File: src/rtl/vector_instr_receiver.sv
// Vector-side endpoint of the scalar-to-vector instruction channel.
// Accepted packets are filtered on the OP-V opcode. Legal packets are queued
// in a small FIFO. The head entry is decoded into OP-V fields and the two
// scalar operands for the vector issue stage.
module vector_instr_receiver #(
    parameter int DATA_FROM_SCALAR = 96,
    parameter int DEPTH            = 4,
    parameter int CNT_W            = 8
) (
    input  logic                        clk,
    input  logic                        rst,
    input  logic [DATA_FROM_SCALAR-1:0] in_rsc_dat,
    input  logic                        in_rsc_vld,
    output logic                        in_rsc_rdy,
    input  logic                        flush,
    output logic                        out_vld,
    input  logic                        out_rdy,
    output logic [5:0]                  out_funct6,
    output logic                        out_vm,
    output logic [4:0]                  out_vs2,
    output logic [4:0]                  out_vs1,
    output logic [2:0]                  out_funct3,
    output logic [4:0]                  out_vd,
    output logic [31:0]                 out_op1,
    output logic [31:0]                 out_op2,
    output logic [$clog2(DEPTH):0]      occupancy,
    output logic [CNT_W-1:0]            illegal_cnt
);

    localparam int PTR_W   = $clog2(DEPTH);
    localparam int OCC_W   = PTR_W + 1;
    // The opcode is not stored: only instr[31:7] plus both operands are needed downstream.
    localparam int ENTRY_W = 25 + 64;

    localparam logic [6:0]       OPCODE_OPV = 7'h57;
    localparam logic [OCC_W-1:0] OCC_FULL   = OCC_W'(DEPTH);
    localparam logic [OCC_W-1:0] OCC_EMPTY  = {OCC_W{1'b0}};
    localparam logic [CNT_W-1:0] CNT_MAX    = {CNT_W{1'b1}};

    logic [ENTRY_W-1:0] mem_r [DEPTH];
    logic [PTR_W-1:0]   wr_ptr_r;
    logic [PTR_W-1:0]   rd_ptr_r;
    logic [OCC_W-1:0]   occ_r;
    logic [CNT_W-1:0]   illegal_cnt_r;

    logic [31:0]        instr_s;
    logic               push_s;
    logic               legal_s;
    logic               illegal_s;
    logic               pop_s;
    logic [ENTRY_W-1:0] head_s;

    // Ready depends only on registered occupancy and the reset pin.
    assign in_rsc_rdy  = rst && (occ_r != OCC_FULL);
    assign out_vld     = (occ_r != OCC_EMPTY);
    assign occupancy   = occ_r;
    assign illegal_cnt = illegal_cnt_r;

    // Handshake qualification and opcode classification of the incoming packet.
    always_comb begin
        instr_s   = in_rsc_dat[95:64];
        push_s    = in_rsc_vld && in_rsc_rdy;
        legal_s   = 1'b0;
        illegal_s = 1'b0;
        pop_s     = out_vld && out_rdy;
        if (push_s) begin
            if (instr_s[6:0] == OPCODE_OPV) begin
                legal_s = 1'b1;
            end else begin
                illegal_s = 1'b1;
            end
        end else begin
            legal_s   = 1'b0;
            illegal_s = 1'b0;
        end
    end

    // Decode the head entry into the OP-V fields and scalar operands.
    always_comb begin
        head_s     = mem_r[rd_ptr_r];
        out_funct6 = head_s[88:83];
        out_vm     = head_s[82];
        out_vs2    = head_s[81:77];
        out_vs1    = head_s[76:72];
        out_funct3 = head_s[71:69];
        out_vd     = head_s[68:64];
        out_op1    = head_s[63:32];
        out_op2    = head_s[31:0];
    end

    // Packet storage; contents need no reset because occupancy guards every read.
    always_ff @(posedge clk) begin
        if (legal_s && !flush) begin
            mem_r[wr_ptr_r] <= {instr_s[31:7], in_rsc_dat[63:0]};
        end
    end

    // Pointer and occupancy bookkeeping; flush drops everything including this cycle's push/pop.
    always_ff @(posedge clk or negedge rst) begin
        if (!rst) begin
            wr_ptr_r <= {PTR_W{1'b0}};
            rd_ptr_r <= {PTR_W{1'b0}};
            occ_r    <= OCC_EMPTY;
        end else if (flush) begin
            wr_ptr_r <= {PTR_W{1'b0}};
            rd_ptr_r <= {PTR_W{1'b0}};
            occ_r    <= OCC_EMPTY;
        end else begin
            if (legal_s) begin
                wr_ptr_r <= wr_ptr_r + 1'b1;
            end
            if (pop_s) begin
                rd_ptr_r <= rd_ptr_r + 1'b1;
            end
            case ({legal_s, pop_s})
                2'b10:   occ_r <= occ_r + 1'b1;
                2'b01:   occ_r <= occ_r - 1'b1;
                default: occ_r <= occ_r;
            endcase
        end
    end

    // Saturating count of dropped non-OP-V packets; survives flush, cleared only by reset.
    always_ff @(posedge clk or negedge rst) begin
        if (!rst) begin
            illegal_cnt_r <= {CNT_W{1'b0}};
        end else if (illegal_s && (illegal_cnt_r != CNT_MAX)) begin
            illegal_cnt_r <= illegal_cnt_r + 1'b1;
        end
    end

endmodule

File: config.mk
export PLATFORM = sky130hd
export DESIGN_NAME = vector_instr_receiver
export DESIGN_NICKNAME = d
export VERILOG_FILES = /design/src/rtl/vector_instr_receiver.sv
export SDC_FILE = /design/constraint.sdc
export NUM_CORES = 1
export LEC_CHECK = 0
export ABC_AREA = 1
export ABC_CLOCK_PERIOD_IN_PS = 15400
export BUFFER_PORTS_ARGS = -buffer_cell sky130_fd_sc_hd__buf_2
export CORE_MARGIN = 2
export CORE_UTILIZATION = 25
export CTS_BUF_LIST = sky130_fd_sc_hd__clkbuf_2 sky130_fd_sc_hd__clkbuf_4 sky130_fd_sc_hd__clkbuf_8
export DETAILED_ROUTE_END_ITERATION = 8
export GPL_TIMING_DRIVEN = 0
export MAX_ROUTING_LAYER = met4
export PLACE_DENSITY_LB_ADDON = 0.08
export SLEW_MARGIN = 40
export SYNTH_ARGS = -nofsm -noshare
export SYNTH_HDL_FRONTEND = slang
export SYNTH_SLANG_ARGS = --single-unit
File: constraint.sdc
create_clock -name clk -period 15.4 [get_ports clk]
set_input_delay 0 -clock clk [delete_from_list [all_inputs] [get_ports clk]]
set_output_delay 0 -clock clk [all_outputs]
set_load 0.03 [all_outputs]
== Word level (Yosys, flattened, before mapping) ==
Memory sizes are Yosys's and may differ from the RTL's.
Index checks and enable logic that the tools add are counted.

* Bits in writable memories: 356
* Output and inout bits: 102
* Memories: 1
* Bits in registers: 15

* Muxes and demuxes: 12
* Reduce and logical (&&, ||, !) cells: 10
* Equal/unequal tests: 5
* Add/subtract/negate cells: 5

{| class="wikitable"
|+ Memory list
! memory !! depth !! bits a word !! read ports !! clocked after memory_dff !! write ports !! RTL line !! RTL
|-
| mem_r || 4 || 89 || 1 || 0 || 1 || 40 || <nowiki>logic [ENTRY_W-1:0] mem_r [DEPTH];</nowiki>
|}

{| class="wikitable"
|+ Operators with widths
! cell !! count
|-
| adder 8 x 1 -> 8 bit (second input constant) || 1
|-
| two-way mux 2 bit || 4
|-
| != test 8 bit (second input constant) || 1
|-
| equality test 7 bit (second input constant) || 1
|-
| two-way mux 1 bit || 6
|-
| case mux 3 bit (2 select lines) || 1
|-
| nonzero test 3 bit || 2
|-
| logical AND 1 bit || 5
|-
| adder 2 x 1 -> 2 bit (second input constant) || 2
|-
| nonzero test 2 bit || 2
|-
| adder 3 x 1 -> 3 bit (second input constant) || 1
|-
| two-way mux 3 bit || 1
|-
| != test 3 bit (second input constant) || 1
|-
| subtractor 3 x 1 -> 3 bit (second input constant) || 1
|-
| equality test 2 x 1 -> 1 bit (second input constant) || 1
|-
| equality test 2 bit (second input constant) || 1
|-
| zero test 1 bit || 1
|}

== Logic depth before layout (Yosys ltp) ==
* Depth in word-level cells: 7
* Depth in mapped cells: 15

== Worst setup path before layout ==
OpenSTA, ideal clock, no wires.

* Kind: flip-flop to flip-flop
* Start: register occ_r[0] (netlist: occupancy[0])
* End: memory mem_r[0][0] in the netlist's numbering, enable pin
* Period minus slack after synthesis: 5398 ps
* Slack: 10002 ps
* Arrival time: 4861 ps
* Required time: 14863 ps
* Cell stages (with the launch flop): 7
* Path buffers: 0
* Cell sequence: dfrtp_1 > nor2_1 > nand2_1 > nand3_1 > nor2_2 > nand2_1 > nor2_1

* Longest elaborated chain between the ends: 7

{| class="wikitable"
|+ Ends and longest elaborated chain
! element !! RTL line !! RTL
|-
| from (decl) || 43 || <nowiki>logic [OCC_W-1:0] occ_r;</nowiki>
|-
| from (signal assigned) || 116 || <nowiki>2'b10: occ_r <= occ_r + 1'b1;</nowiki>
|-
| from (signal assigned) || 117 || <nowiki>2'b01: occ_r <= occ_r - 1'b1;</nowiki>
|-
| from (signal assigned) || 118 || <nowiki>default: occ_r <= occ_r;</nowiki>
|-
| != test 3 bit || 54 || <nowiki>assign in_rsc_rdy = rst && (occ_r != OCC_FULL);</nowiki>
|-
| logical AND 1 bit || 54 ||
|-
| logical AND 1 bit || 62 || <nowiki>push_s = in_rsc_vld && in_rsc_rdy;</nowiki>
|-
| two-way mux 1 bit || 66 || <nowiki>if (push_s) begin</nowiki>
|-
| logical AND 1 bit || 93 || <nowiki>if (legal_s && !flush) begin</nowiki>
|-
| two-way mux 1 bit || 93 ||
|-
| two-way mux 1 bit (implied by the code) || 94 || <nowiki>mem_r[wr_ptr_r] <= {instr_s[31:7], in_rsc_dat[63:0]};</nowiki>
|-
| to (decl) || 40 ||
|}

Every way passes these cells.

== Worst setup path in the final report ==
* Start: input port in_rsc_dat[68]
* End: memory mem_r[0][23] in the netlist's numbering, enable pin

* Longest elaborated chain between the ends: 6

{| class="wikitable"
|+ Ends and longest elaborated chain
! element !! RTL line !! RTL
|-
| from (decl) || 12 || <nowiki>input logic [DATA_FROM_SCALAR-1:0] in_rsc_dat,</nowiki>
|-
| equality test 7 bit || 67 || <nowiki>if (instr_s[6:0] == OPCODE_OPV) begin</nowiki>
|-
| two-way mux 1 bit || 67 ||
|-
| two-way mux 1 bit || 66 ||
|-
| logical AND 1 bit || 93 ||
|-
| two-way mux 1 bit || 93 ||
|-
| two-way mux 1 bit (implied by the code) || 94 ||
|}

Every way passes these cells.

==> results.sh <==
export IMPL_status="finished, final reports clean"
export IMPL_fin_util=0.3404
export IMPL_vias=9447
export IMPL_setup_violations=0
export IMPL_antenna_found_initial=2
export IMPL_row_count=87
export IMPL_p_leak_nw=6.818
export IMPL_areaGrowthSynthToFinish_pct=35.47
export IMPL_cp_data_required_time_ns=15.71
export IMPL_mostFrequentLayoutCell="edfxtp_1"
export IMPL_reg2reg_slack_ns=12.67
export IMPL_rsz0062_at_grt="no"
export IMPL_coreArea_um2=56060
export IMPL_path_clk_slew_ns=0.06
export IMPL_grt_pass1_wl_mm=62.10
export IMPL_ant_nets=0
export IMPL_synthCells=985
export IMPL_syn_nets=1092
export IMPL_fillers=5600
export IMPL_first_global_vias=9769
export IMPL_ys_ff_latch=371
export IMPL_drc=0
export IMPL_dpl_hpwl_mm=27.12
export IMPL_syn_area_per_cell_um2=14.30
export IMPL_setup_tns_ns=0
export IMPL_cts_tree="yes"
export IMPL_yosysUniqueCellTypes=27
export IMPL_path_class="input pin to register"
export IMPL_finalWirelength_mm=42.03
export IMPL_p_per_area_nw_per_um2=144.3
export IMPL_yosysWarnings=0
export IMPL_hp_class="input pin to register"
export IMPL_port_buffers=202
export IMPL_grt_usage=0.1503
export IMPL_cp_arrival_ns=4.22
export IMPL_yosysTopAreaCellShare=0.7589
export IMPL_cts_sinks=371
export IMPL_viasPerCell=4.298
export IMPL_die_area_um2=58260
export IMPL_ctsResizeCount=0
export IMPL_maxCapViolations=0
export IMPL_final_cell_mix="edfxtp_1, buf_2, nor2_1"
export IMPL_hold_viol_final=0
export IMPL_drt_first_pass_iters=4
export IMPL_h_tree_depth=3
export IMPL_start_kind="input pin"
export IMPL_post_route_period_util=0.2536
export IMPL_seq_area_frac_synth=0.7856
export IMPL_synth_largest_area_cell="edfxtp_1"
export IMPL_start_util=0.2513
export IMPL_finalMaxSlewViolations=0
export IMPL_io_pins=203
export IMPL_fin_worst_skew_ns=0.02280
export IMPL_globalRoute_totalOverflow=0
export IMPL_syn_area_um2=14090
export IMPL_worst_slew_pin_slew_ns=0.6638
export IMPL_first_iter_violations=458
export IMPL_clk_latency_ns=0.63
export IMPL_fmax_mhz=256.1
export IMPL_grt_max_degree=17
export IMPL_cts_buffers=71
export IMPL_wl_per_cell_um=19.12
export IMPL_nets=1500
export IMPL_critical_path_max_fanout=14
export IMPL_die_h_um=241.4
export IMPL_yosys_top_cells_area="edfxtp_1, o21ai_0, nor2_1"
export IMPL_die_w_um=241.4
export IMPL_cts_root_buf="clkbuf_8"
export IMPL_endpoint_kind="register"
export IMPL_drive_gt1_frac=0.2563
export IMPL_relSlewSlack=0.5575
export IMPL_ir_drop_uv=56.09
export IMPL_clockBufferDepth=3
export IMPL_gp_congestion=0.7241
export IMPL_period_minus_slack_ns=3.905
## worst paths after layout
kind                                             from                    endpoint  depth (start not counted)
setup / recovery                       in_rsc_dat[68]      mem_r[0][23]$_DFFE_PP_                         15
hold / removal                         in_rsc_dat[24]      mem_r[3][24]$_DFFE_PP_                          2
setup reg to reg             occupancy[0]$_DFFE_PN0P_      mem_r[0][23]$_DFFE_PP_                         10
hold reg to reg            illegal_cnt[1]$_DFFE_PN0P_  illegal_cnt[1]$_DFFE_PN0P_                          2
max in group asynchronous                         rst  illegal_cnt[0]$_DFFE_PN0P_                          4
min in group asynchronous                         rst     rd_ptr_r[0]$_DFFE_PN0P_                          4
## state kept, by name, summed over array words and instances, names as in the netlist
name,cells
occupancy,3
mem_r,356
rd_ptr_r,2
illegal_cnt,8
wr_ptr_r,2
## logic make-up after synthesis
family | Yosys count | share of synthesized area
xor+xnor | 8 | 0.004974
compound gates | 273 | 0.1051
flops | 371 | 0.7856
simple gates | 247 | 0.06804
fa+ha+maj | 6 | 0.005863
buf+inv | 80 | 0.03047
## Yosys cell counts, drive strengths merged
library cell and instances:
fa 1, o22ai 89, nor2 190, ha 5, o21ai 181, a21oi 2
o31ai 1, nand4 5, nand2 43, dfrtp 15, buf 20, clkinv 2
xor2 4, nor3 1, edfxtp 356, inv 20, nand3 8, xnor2 4
clkbuf 38
## layout make-up
cell class	count	area, um^2	share of cell area
sequential	371	11070	0.5799
timing repair buffer	335	2678	0.1403
multi-input combinational	534	2621	0.1374
clock buffer	97	1204	0.06308
tap	756	945.9	0.04957
buffer	58	341.6	0.01790
clock inverter	23	133.9	0.007016
inverter	22	87.58	0.004590
antenna	2	5.005	0.0002623
## report_power, final
part	internal, mW	switching, mW	leakage (nW)	total, mW
combinational	0.196	0.501	2.70	0.697
sequential	1.12	0.0116	3.40	1.13
clock	0.519	0.411	0.717	0.930
total	1.83	0.923	6.82	2.75
## layer usage
layer	vias up	share of wire	GRT usage
met4	0	0.019	0.05350
li1	4510	-	-
met1	4679	0.46	0.1912
met2	204	0.48	0.2369
met5	-	0	-
met3	54	0.044	0.03247
## critical path, cell delays in order
cell and delay (ns):
dlygate4sd3_1 0.52, buf_2 0.10, nand2_1 0.03, dlygate4sd3_1 0.55, nor2_1 0.09, dlygate4sd3_1 0.54, nand2_1 0.06, dlygate4sd3_1 0.60
nor2_2 0.23, nand2_1 0.29, nor2_4 0.40, buf_8 0.21, buf_8 0.19, buf_16 0.17, buf_8 0.19
## repair_timing
item                                   4_1_cts  5_1_grt
endpoints found under the hold margin      386       15
hold buffers                               104        1
buffers inserted                             0        0
## metrics by stage
stage | cell area [um^2] | cells | setup slack, ns | total power [mW] | hold slack, ns
2_1_floorplan | 14090 | 985 | 10.00 | 1.575 | -0.2956
3_3_place_gp | 16040 | 1943 | 5.685 | 1.843 | -0.02857
3_5_place_dp | 16690 | 1971 | 12.59 | 1.842 | -0.03188
4_1_cts | 19070 | 2195 | 11.49 | 2.820 | 0.03667
5_1_grt | 19080 | 2198 | 11.26 | 2.911 | 0.08849
6_report | 19080 | 2198 | 11.49 | 2.754 | 0.1220
No activity file was read; power rests on OpenSTA's default activity.
